### src/rtl/tlb_lookup_pipe.sv
// Pipelined multi-channel TLB lookup.
// Each channel has two stages. S1 compares the request against every entry
// and registers the match vector. S2 picks the lowest-index winner, selects
// the odd or even page, builds the physical address and sets the exception code.
// All channels share the entry array and the flush strobe.

package tlb_pkg;
  localparam int TLB_ENTRIES_NUM = 16;
  localparam int TLB_INDEX_BITS  = 4;

  // Compare section: VPN2 = vaddr[31:13]; pagemask covers vpn2[15:0]
  typedef struct packed {
    logic [18:0] vpn2;
    logic [7:0]  asid;
    logic [15:0] pagemask;
    logic        g;
  } tlb_compsec_t;

  // Translate section: even (0) and odd (1) page of the pair
  typedef struct packed {
    logic [19:0] pfn0;
    logic [2:0]  c0;
    logic        d0;
    logic        v0;
    logic [19:0] pfn1;
    logic [2:0]  c1;
    logic        d1;
    logic        v1;
  } tlb_transec_t;

  typedef struct packed {
    tlb_compsec_t compsec;
    tlb_transec_t transec;
  } tlb_entry_t;
endpackage

module tlb_lookup_pipe
  import tlb_pkg::*;
#(
  parameter int NUM_PORTS     = 2,
  parameter int ENTRIES       = TLB_ENTRIES_NUM,
  parameter bit IDX_FORCE_MSB = 1'b0,
  parameter bit STORE_CHECK   = 1'b1
) (
  input  logic                                clk,
  input  logic                                resetn,
  input  tlb_entry_t                          entries [ENTRIES],
  input  logic                                flush,
  input  logic [NUM_PORTS-1:0]                req_valid,
  output logic [NUM_PORTS-1:0]                req_ready,
  input  logic [NUM_PORTS*32-1:0]             req_vaddr,
  input  logic [NUM_PORTS*8-1:0]              req_asid,
  input  logic [NUM_PORTS-1:0]                req_store,
  output logic [NUM_PORTS-1:0]                resp_valid,
  input  logic [NUM_PORTS-1:0]                resp_ready,
  output logic [NUM_PORTS*32-1:0]             resp_paddr,
  output logic [NUM_PORTS*TLB_INDEX_BITS-1:0] resp_idx,
  output logic [NUM_PORTS*2-1:0]              resp_excp,
  output logic [NUM_PORTS-1:0]                resp_multihit,
  output logic [NUM_PORTS*3-1:0]              resp_cached
);

  // Only contiguous low-order bit-pair masks describe a real page size
  function automatic logic pm_legal(input logic [15:0] pm);
    case (pm)
      16'h0000, 16'h0003, 16'h000F, 16'h003F, 16'h00FF,
      16'h03FF, 16'h0FFF, 16'h3FFF, 16'hFFFF: return 1'b1;
      default:                                return 1'b0;
    endcase
  endfunction

  // Number of bit-pairs set: page size is 4K * 4^k
  function automatic logic [3:0] pm_k(input logic [15:0] pm);
    case (pm)
      16'h0003: return 4'd1;
      16'h000F: return 4'd2;
      16'h003F: return 4'd3;
      16'h00FF: return 4'd4;
      16'h03FF: return 4'd5;
      16'h0FFF: return 4'd6;
      16'h3FFF: return 4'd7;
      16'hFFFF: return 4'd8;
      default:  return 4'd0;
    endcase
  endfunction

  for (genvar gi = 0; gi < NUM_PORTS; gi++) begin : g_ch
    logic [31:0] vaddr_in;
    logic [7:0]  asid_in;
    assign vaddr_in = req_vaddr[gi*32 +: 32];
    assign asid_in  = req_asid[gi*8 +: 8];

    logic                      s1_valid_reg;
    logic [ENTRIES-1:0]        s1_match_reg;
    logic [31:0]               s1_vaddr_reg;
    logic                      s1_store_reg;
    logic [15:0]               s1_pm_reg;
    logic                      s2_valid_reg;
    logic [31:0]               s2_paddr_reg;
    logic [TLB_INDEX_BITS-1:0] s2_idx_reg;
    logic [1:0]                s2_excp_reg;
    logic                      s2_multihit_reg;
    logic [2:0]                s2_cached_reg;

    logic s2_free, s1_adv, accept;
    assign s2_free        = !s2_valid_reg || resp_ready[gi];
    assign s1_adv         = s1_valid_reg && s2_free;
    assign req_ready[gi]  = !s1_valid_reg || s1_adv;
    assign accept         = req_valid[gi] && req_ready[gi];

    logic [ENTRIES-1:0] match_comb;
    logic [15:0]        pm_comb;

    // S1 compare: every legal entry hit, pagemask of the lowest-index hit
    always_comb begin
      match_comb = '0;
      pm_comb    = '0;
      for (int e = ENTRIES - 1; e >= 0; e--) begin
        if (pm_legal(entries[e].compsec.pagemask)
            && (entries[e].compsec.vpn2[18:16] == vaddr_in[31:29])
            && (((entries[e].compsec.vpn2[15:0] ^ vaddr_in[28:13])
                 & ~entries[e].compsec.pagemask) == 16'h0000)
            && (entries[e].compsec.g || (entries[e].compsec.asid == asid_in))) begin
          match_comb[e] = 1'b1;
          pm_comb       = entries[e].compsec.pagemask;
        end
      end
    end

    logic [TLB_INDEX_BITS-1:0] win_idx;
    tlb_transec_t              win_te;
    logic [4:0]                sel_pos;
    logic [31:0]               off_mask;
    logic                      odd;
    logic [19:0]               pfn;
    logic                      pg_v, pg_d;
    logic [2:0]                pg_c;
    logic [31:0]               paddr_comb;
    logic [TLB_INDEX_BITS-1:0] idx_comb;
    logic [1:0]                excp_comb;
    logic                      multihit_comb;
    logic [2:0]                cached_comb;

    // S2 select/translate: lowest-index winner, odd/even page, exception priority
    always_comb begin
      win_idx = '0;
      for (int e = ENTRIES - 1; e >= 0; e--) begin
        if (s1_match_reg[e]) win_idx = TLB_INDEX_BITS'(e);
      end
      win_te   = entries[win_idx].transec;
      sel_pos  = 5'd12 + {pm_k(s1_pm_reg), 1'b0};
      off_mask = (32'h1 << sel_pos) - 32'h1;
      odd      = s1_vaddr_reg[sel_pos];
      pfn      = odd ? win_te.pfn1 : win_te.pfn0;
      pg_v     = odd ? win_te.v1   : win_te.v0;
      pg_d     = odd ? win_te.d1   : win_te.d0;
      pg_c     = odd ? win_te.c1   : win_te.c0;
      multihit_comb = ($countones(s1_match_reg) > 1);

      paddr_comb  = s1_vaddr_reg;
      idx_comb    = '0;
      excp_comb   = 2'b01;
      cached_comb = 3'd0;
      if (s1_match_reg != '0) begin
        paddr_comb  = ({pfn, 12'h000} & ~off_mask) | (s1_vaddr_reg & off_mask);
        idx_comb    = win_idx;
        if (IDX_FORCE_MSB) idx_comb[TLB_INDEX_BITS-1] = 1'b1;
        cached_comb = pg_c;
        if (!pg_v)                                   excp_comb = 2'b10;
        else if (STORE_CHECK && s1_store_reg && !pg_d) excp_comb = 2'b11;
        else                                         excp_comb = 2'b00;
      end
    end

    // Pipeline registers: flush beats accept/advance, a stalled S2 holds its payload
    always_ff @(posedge clk or negedge resetn) begin
      if (!resetn) begin
        s1_valid_reg    <= 1'b0;
        s1_match_reg    <= '0;
        s1_vaddr_reg    <= '0;
        s1_store_reg    <= 1'b0;
        s1_pm_reg       <= '0;
        s2_valid_reg    <= 1'b0;
        s2_paddr_reg    <= '0;
        s2_idx_reg      <= '0;
        s2_excp_reg     <= '0;
        s2_multihit_reg <= 1'b0;
        s2_cached_reg   <= '0;
      end else if (flush) begin
        s1_valid_reg <= 1'b0;
        s2_valid_reg <= 1'b0;
      end else begin
        if (accept) begin
          s1_valid_reg <= 1'b1;
          s1_match_reg <= match_comb;
          s1_vaddr_reg <= vaddr_in;
          s1_store_reg <= req_store[gi];
          s1_pm_reg    <= pm_comb;
        end else if (s1_adv) begin
          s1_valid_reg <= 1'b0;
        end
        if (s1_adv) begin
          s2_valid_reg    <= 1'b1;
          s2_paddr_reg    <= paddr_comb;
          s2_idx_reg      <= idx_comb;
          s2_excp_reg     <= excp_comb;
          s2_multihit_reg <= multihit_comb;
          s2_cached_reg   <= cached_comb;
        end else if (resp_ready[gi]) begin
          s2_valid_reg <= 1'b0;
        end
      end
    end

    assign resp_valid[gi]                              = s2_valid_reg;
    assign resp_paddr[gi*32 +: 32]                     = s2_paddr_reg;
    assign resp_idx[gi*TLB_INDEX_BITS +: TLB_INDEX_BITS] = s2_idx_reg;
    assign resp_excp[gi*2 +: 2]                        = s2_excp_reg;
    assign resp_multihit[gi]                           = s2_multihit_reg;
    assign resp_cached[gi*3 +: 3]                      = s2_cached_reg;
  end

endmodule

### config.mk
export PLATFORM = sky130hd
export DESIGN_NAME = tlb_lookup_pipe
export DESIGN_NICKNAME = d
export VERILOG_FILES = /design/src/rtl/tlb_lookup_pipe.sv
export SDC_FILE = /design/constraint.sdc
export NUM_CORES = 2
export LEC_CHECK = 0
export CAP_MARGIN = 30
export CORE_AREA = 2 2 652 654
export CTS_CLUSTER_DIAMETER = 60
export CTS_CLUSTER_SIZE = 20
export DETAILED_ROUTE_END_ITERATION = 6
export DIE_AREA = 0 0 654 656
export PLACE_DENSITY_LB_ADDON = 0.25
export REMOVE_ABC_BUFFERS = 1
export SETUP_SLACK_MARGIN = 0.02
export SYNTH_ARGS = -nofsm -noshare
export SYNTH_HDL_FRONTEND = slang
export SYNTH_SLANG_ARGS = --single-unit
### constraint.sdc
create_clock -name clk -period 9.8 [get_ports clk]
set_clock_uncertainty 0.05 [all_clocks]
set_input_delay 1.47 -clock clk [delete_from_list [all_inputs] [get_ports clk]]
set_output_delay 1.47 -clock clk [all_outputs]
set_load 0.005 [all_outputs]
Word level (Yosys, flattened, before mapping)

Cells that the tools add are included.

Bits of input ports: 1593
Bits in registers: 218
Output and inout bits: 88

Muxes and demuxes: 156
Shifts and indexed selects: 2
Reduce and logical (&&, ||, !) cells: 218
Bitwise operators: 91
$add $sub $neg: 34
$lt $le $gt $ge: 6
Equal/unequal tests: 208

Operators with widths:

| operator                                              | number |
|---|---|
| zero test 16 bit                                      | 48 |
| binary-select mux 94 bit (select 4 bit)               | 2 |
| AND 16 bit                                            | 32 |
| two-way mux 16 bit                                    | 32 |
| bitwise XOR 16 bit                                    | 32 |
| equality test 16 x 10 -> 1 bit, second input constant | 18 |
| equality test 16 x 12 -> 1 bit, second input constant | 18 |
| equality test 16 x 14 -> 1 bit, second input constant | 18 |
| equality test 16 bit, second input constant           | 18 |
| equality test 16 x 2 -> 1 bit, second input constant  | 18 |
| equality test 16 x 4 -> 1 bit, second input constant  | 18 |
| equality test 16 x 6 -> 1 bit, second input constant  | 18 |
| equality test 16 x 8 -> 1 bit, second input constant  | 18 |
| equality test 8 bit                                   | 32 |
| inverter 16 bit                                       | 16 |
| two-way mux 50 bit                                    | 4 |
| OR reduction 9 bit                                    | 16 |
| two-way mux 4 bit                                     | 34 |
| AND 32 bit                                            | 4 |
| logical AND 1 bit                                     | 102 |
| equality test 3 bit                                   | 32 |
| two-way mux 1 bit                                     | 66 |
| two-way mux 32 bit                                    | 2 |
| inverter 32 bit                                       | 2 |
| 23 further kinds                                      | 115 |

Longest topological paths before layout

Depth in word-level cells: 26
Mapped depth: 18

Worst setup path before layout

No wires, ideal clock.

Kind: input-to-reg
From: input port req_vaddr[46]
To: register g_ch[1].s1_pm_reg[15]
Cell stages on the path: 11
Arrival time: 4.059 ns
Library setup time: 0.125 ns
Slack: 5.566 ns
Required time: 9.625 ns
Path through: clkbuf_1 buf_2 xnor2_1 o22ai_1 nor4_1 nand2_1 nor4_1 a2111oi_0 o31a_1 o31ai_2 nand2_1

Longest elaborated chain between the ends: 21

Ends and longest elaborated chain:

| what                             | RTL line | text |
|---|---|---|
| from (decl)                      | 51       | `input logic [NUM_PORTS*32-1:0] req_vaddr,` |
| bitwise XOR 16 bit               | 121      | `&& (((entries[e].compsec.vpn2[15:0] ^ vaddr_in[28:13])` |
| AND 16 bit                       | 122      | `& ~entries[e].compsec.pagemask) == 16'h0000)` |
| zero test 16 bit                 | 121      |  |
| logical AND 1 bit                | 121      |  |
| logical AND 1 bit                | 123      | `&& (entries[e].compsec.g \|\| (entries[e].compsec.asid == asid_in))) begin` |
| two-way mux 16 bit (15 in a row) | 119      | `if (pm_legal(entries[e].compsec.pagemask)` |
| two-way mux 16 bit *             | 119      |  |
| to (signal assigned)             | 198      | `s1_pm_reg <= pm_comb;` |
| to (decl)                        | 97       | `logic [15:0] s1_pm_reg;` |

Mark *: on every way between the ends. The rest lies on a longest branch, timed or not.
A chain may end at the register's enable or synchronous reset.

Final worst setup path

From: register g_ch[1].s1_pm_reg[7]
To: register g_ch[1].s2_paddr_reg[28]

Longest elaborated chain between the ends: 9

Ends and longest elaborated chain:

| what                                                                                        | RTL line | text |
|---|---|---|
| equality test 16 bit, or another cell as far along                                          | 74       | `case (pm)` |
| case mux 4 bit (8 select lines) *                                                           | 74       |  |
| adder 4 x 5 -> 5 bit *                                                                      | 151      | `sel_pos = 5'd12 + {pm_k(s1_pm_reg), 1'b0};` |
| left shift 1 x 5 -> 32 bit / binary-select mux 1 bit (select 5 bit) (equally long branches) | 152, 153 |  |
| subtractor 32 x 1 -> 32 bit / two-way mux 1 bit (equally long branches)                     | 152, 153 |  |
| inverter 32 bit / two-way mux 20 bit (equally long branches)                                | 165, 154 |  |
| AND 32 bit                                                                                  | 165      | `paddr_comb = ({pfn, 12'h000} & ~off_mask) \| (s1_vaddr_reg & off_mask);` |
| OR 32 bit *                                                                                 | 165      |  |
| two-way mux 32 bit *                                                                        | 164      | `if (s1_match_reg != '0) begin` |
| to (signal assigned)                                                                        | 204      | `s2_paddr_reg <= paddr_comb;` |
| to (decl)                                                                                   | 99       | `logic [31:0] s2_paddr_reg;` |

Mark *: on every way between the ends. The rest lies on a longest branch, timed or not. The select of a mux whose other input is x is not followed.

==> summary.md <==
The tools report the root cell of the clock tree as clkbuf_16. The HPWL after detailed placement is 423000 um. The run gives 512000 um as the total wire length after detailed routing. For the logic gate share of total power, the log shows 0.450. The die covers 0.429 mm2. Counting the buffers created by CTS gives 56.

The net count reported at finish was 9296; the relative contribution of the clock network to total power was 0.355. The first routing iteration left 5472 violations. The sequential power share is 0.195.

The top cell types in the final layout, fill and taps aside, are clkdlybuf4s50_1, nand2_1, xnor2_1, nand3_1, xor2_1. Static timing analysis puts the maximum clock frequency at 155 MHz. In the routed design, unresolved DRC markers number 0.

The tools report the TritonCTS sink count as 218. The hold violation total from the final report is 0. The family with the most delay on the worst path was compound AO/OA/AOI/OAI gates. Dividing the synthesized area by the synthesized cell count gives 6.78 um2. Setup repair after global routing left no endpoint under its margin. The number of gates resized after CTS was 0. On the critical path, the stage with the largest delay is an instance of xnor2_2.

For the count of yosys warnings during synthesis, the log shows 0. The run gives 0 as the hold buffer count at CTS. The setup total negative slack is 0 ns.

The number of synthesized register bits is 218, and the via count of the first global-routing pass is 57900. By startpoint and endpoint, the worst setup path is classified as flip-flop to flip-flop. The normalized max-slew margin was 0.290. In this run the worst hold path is classified as flip-flop to flip-flop. Using the TritonRoute via totals, the vias-per-cell ratio works out to 4.40. In this run the standard cell core region covers 0.422 mm2. Among all flip-flop cells after synthesis, the most frequent one is dfrtp_1.

The critical path arrival is 7.06 ns, and the internal cell power is 3.45 mW. At the end of routability-driven placement, the weighted congestion stood at 0.908. The tools report the number of placement rows as 239. After clock tree synthesis, the setup repair step added 0 buffers. The post-synthesis sequential area ratio is 0.128. The count of input and output buffers works out to 1680. The logs give 0.0426 mm2 for the post-synthesis cell area and 0.101 for the initial core utilization. The signal on the critical path passes through nor4_1, and3_1, o21bai_1, a21oi_2, buf_4, inv_2, ha_1, xnor2_2, nor2_1, nand3_1, ha_1, nand3b_1, o21ai_0, a31o_2, a31oi_2, o21ai_0, o21ai_1.

Summed over all layers, the global routing overflow is 0. For the worst setup path, the data required time is 10.39 ns. The total power divided by cell area was 85.1 mW/mm2. The final standard cell count with taps included and fillers excluded was 13500; the synthesized instance count was 6279.

Once detail routing completed, the nets flagged for antenna violations numbered 0. STA classifies the critical path startpoint as a flip-flop. On the final layout, the worst hold slack is 0.415 ns.

The logs give 1681 for the top-level port count and 0.73 ns for the source-to-sink clock delay at the later pin of the worst-skew pair. The number of antenna violations at the first check in global routing is 331, and the highest fanout seen on the critical path is 19. Summing over every cut layer, the via total after detailed routing is 59500.

The transition time at the pin with the least slew margin was 1.06 ns; the leakage power was 23.9 nW. The run finished with clean final reports. The growth of design area from synthesis to finish is 60.2%, and the iteration count of the initial detailed-routing pass is 6. The number of pins with negative max-slew slack in the final report is 0. Largest net degree at the start of global routing: 137. The x dimension of the die came out at 654 um.

TritonCTS built the clock tree. The number of cells after detailed placement is 13300, and the number of maximum-capacitance constraint violations is 0. Global-route wire length before repair: 641000 um. The sort of element at the end of the critical path was a flip-flop.

The final period utilization was 0.660; the final critical delay including setup and external delays was 6.47 ns. The clock tree synthesis step divided the H-tree into 2 levels. The number of failing setup endpoints in the final timing report was 0; the share of cells above drive strength 1 was 0.0698.

The number of unique standard cell types used by synthesis was 100; the async set-reset flop share out of synthesis was 1.00. The commonest non-fill, non-tap cell in the layout is clkdlybuf4s50_1. The die height works out to 656 um. Counting flops with a built-in enable in the synthesized netlist gives 0.

The critical path contains buffers and inverters numbering 2 combined. In this run the register-to-register setup slack is 3.33 ns. The logs give 2.35 mW for the switching power and 3 for the largest buffer count on any clock path.

The worst-case IR drop observed on VDD is 111 uV. The total routing resource utilization after global routing is 0.228. Clock-pin transition on the worst setup and hold timing paths: 0.06 ns. The worst stage delay on the critical path is 0.85 ns, and the wire length per cell after detailed routing is 37.9 um. The switching part of the total works out to 0.405.
[kinds of logic after synthesis]
logic type / after synthesis / share of synthesized area
mux: 204 / 0.0650
simple gates: 2757 / 0.302
buf+inv: 651 / 0.0632
fa+ha+maj: 36 / 0.0141
compound gates: 1509 / 0.241
flops: 218 / 0.128
xor+xnor: 904 / 0.186
[final timing paths]
| kind | startpoint | to | depth (start not counted) |
|---|---|---|---|
| max | g_ch[1].s1_pm_reg[7] | g_ch[1].s2_paddr_reg[28] | 17 |
| max reg2reg | g_ch[1].s1_pm_reg[7] | g_ch[1].s2_paddr_reg[28] | 17 |
| min | g_ch[1].s1_vaddr_reg[23] | g_ch[1].s1_vaddr_reg[23] | 2 |
| max in group asynchronous | resetn | g_ch[0].s1_pm_reg[6] | 2 |
| min in group asynchronous | resetn | g_ch[1].s2_cached_reg[2] | 1 |
| min reg2reg | g_ch[1].s1_vaddr_reg[23] | g_ch[1].s1_vaddr_reg[23] | 2 |
[layout make-up]
type	instances	area (um2)
Clock buffer	69	1520
Inverter	118	443
Tap cell	5663	7090
Clock inverter	35	463
Fill cell	48600	354000
Antenna cell	139	348
Sequential cell	218	5460
Timing Repair Buffer	1863	18100
Multi-Input combinational cell	5410	34800
[per-layer routing]
layer / global-route usage / up-vias / part of all wire
met2: 0.424 / 3202 / 0.52
met3: 0.0438 / 1019 / 0.061
met4: 0.124 / 92 / 0.061
met1: 0.238 / 29400 / 0.35
met5: 0 / - / 0.0012
li1: - / 25800 / -
[cell usage after synthesis (13+ instances only)]
cell	n	area, um2
nand2_1	1391	5220
xnor2_1	617	5400
nand3_1	478	2390
clkbuf_1	352	1320
xor2_1	285	2500
o22ai_1	247	1550
dfrtp_1	218	5460
nor2_1	214	803
o21ai_0	213	1070
a21oi_1	187	936
a211oi_1	185	1390
and3_1	177	1110
a31oi_1	172	1080
nor4_1	145	907
buf_2	134	671
mux2i_1	118	1180
inv_1	116	435
a311oi_1	107	937
nor3_1	85	425
mux4_2	55	1240
a22oi_1	45	338
nand4_1	43	269
o221ai_1	42	368
a221oi_1	38	333
nand2b_1	35	219
buf_1	32	120
or4_1	32	240
mux2_2	31	349
o211ai_1	31	233
a2111oi_0	24	210
and2_1	23	144
a21o_1	20	150
fa_1	20	400
nor3b_1	20	150
nor2b_1	18	113
o21bai_1	18	135
a221o_1	17	170
o2111ai_1	17	149
ha_1	16	200
o21ai_1	16	80.1
nand3b_1	13	97.6
[through the flow]
| step | setup slack, ns | utilization | instance area, um2 | total power, mW |
|---|---|---|---|---|
| after global routing | 2.89 | 0.161 | 68200 | 6.04 |
| final | 3.33 | 0.162 | 68200 | 5.81 |
| after CTS | 3.29 | 0.161 | 67900 | 5.91 |
| after detailed placement | 3.24 | 0.156 | 65900 | 3.78 |
| after floorplan | -8.14 | - | 40300 | 1.89 |
| after global placement | 3.35 | 0.156 | 65800 | 3.78 |
[tightest hold or removal path, delay by kind of cell (launching register included)]
kind             cells  cell delay, ns
DFF                  1            0.33
and+or+nand+nor      2            0.10
[power by group through the flow]
stage	clock (mW)	combinational, mW	sequential (mW)
2_1_floorplan	0	0.783	1.11
3_3_place_gp	0	2.64	1.15
3_5_place_dp	0	2.63	1.15
4_1_cts	2.13	2.65	1.13
5_1_grt	2.15	2.75	1.15
6_report	2.06	2.61	1.13
No activity file was read; power rests on OpenSTA's default activity.
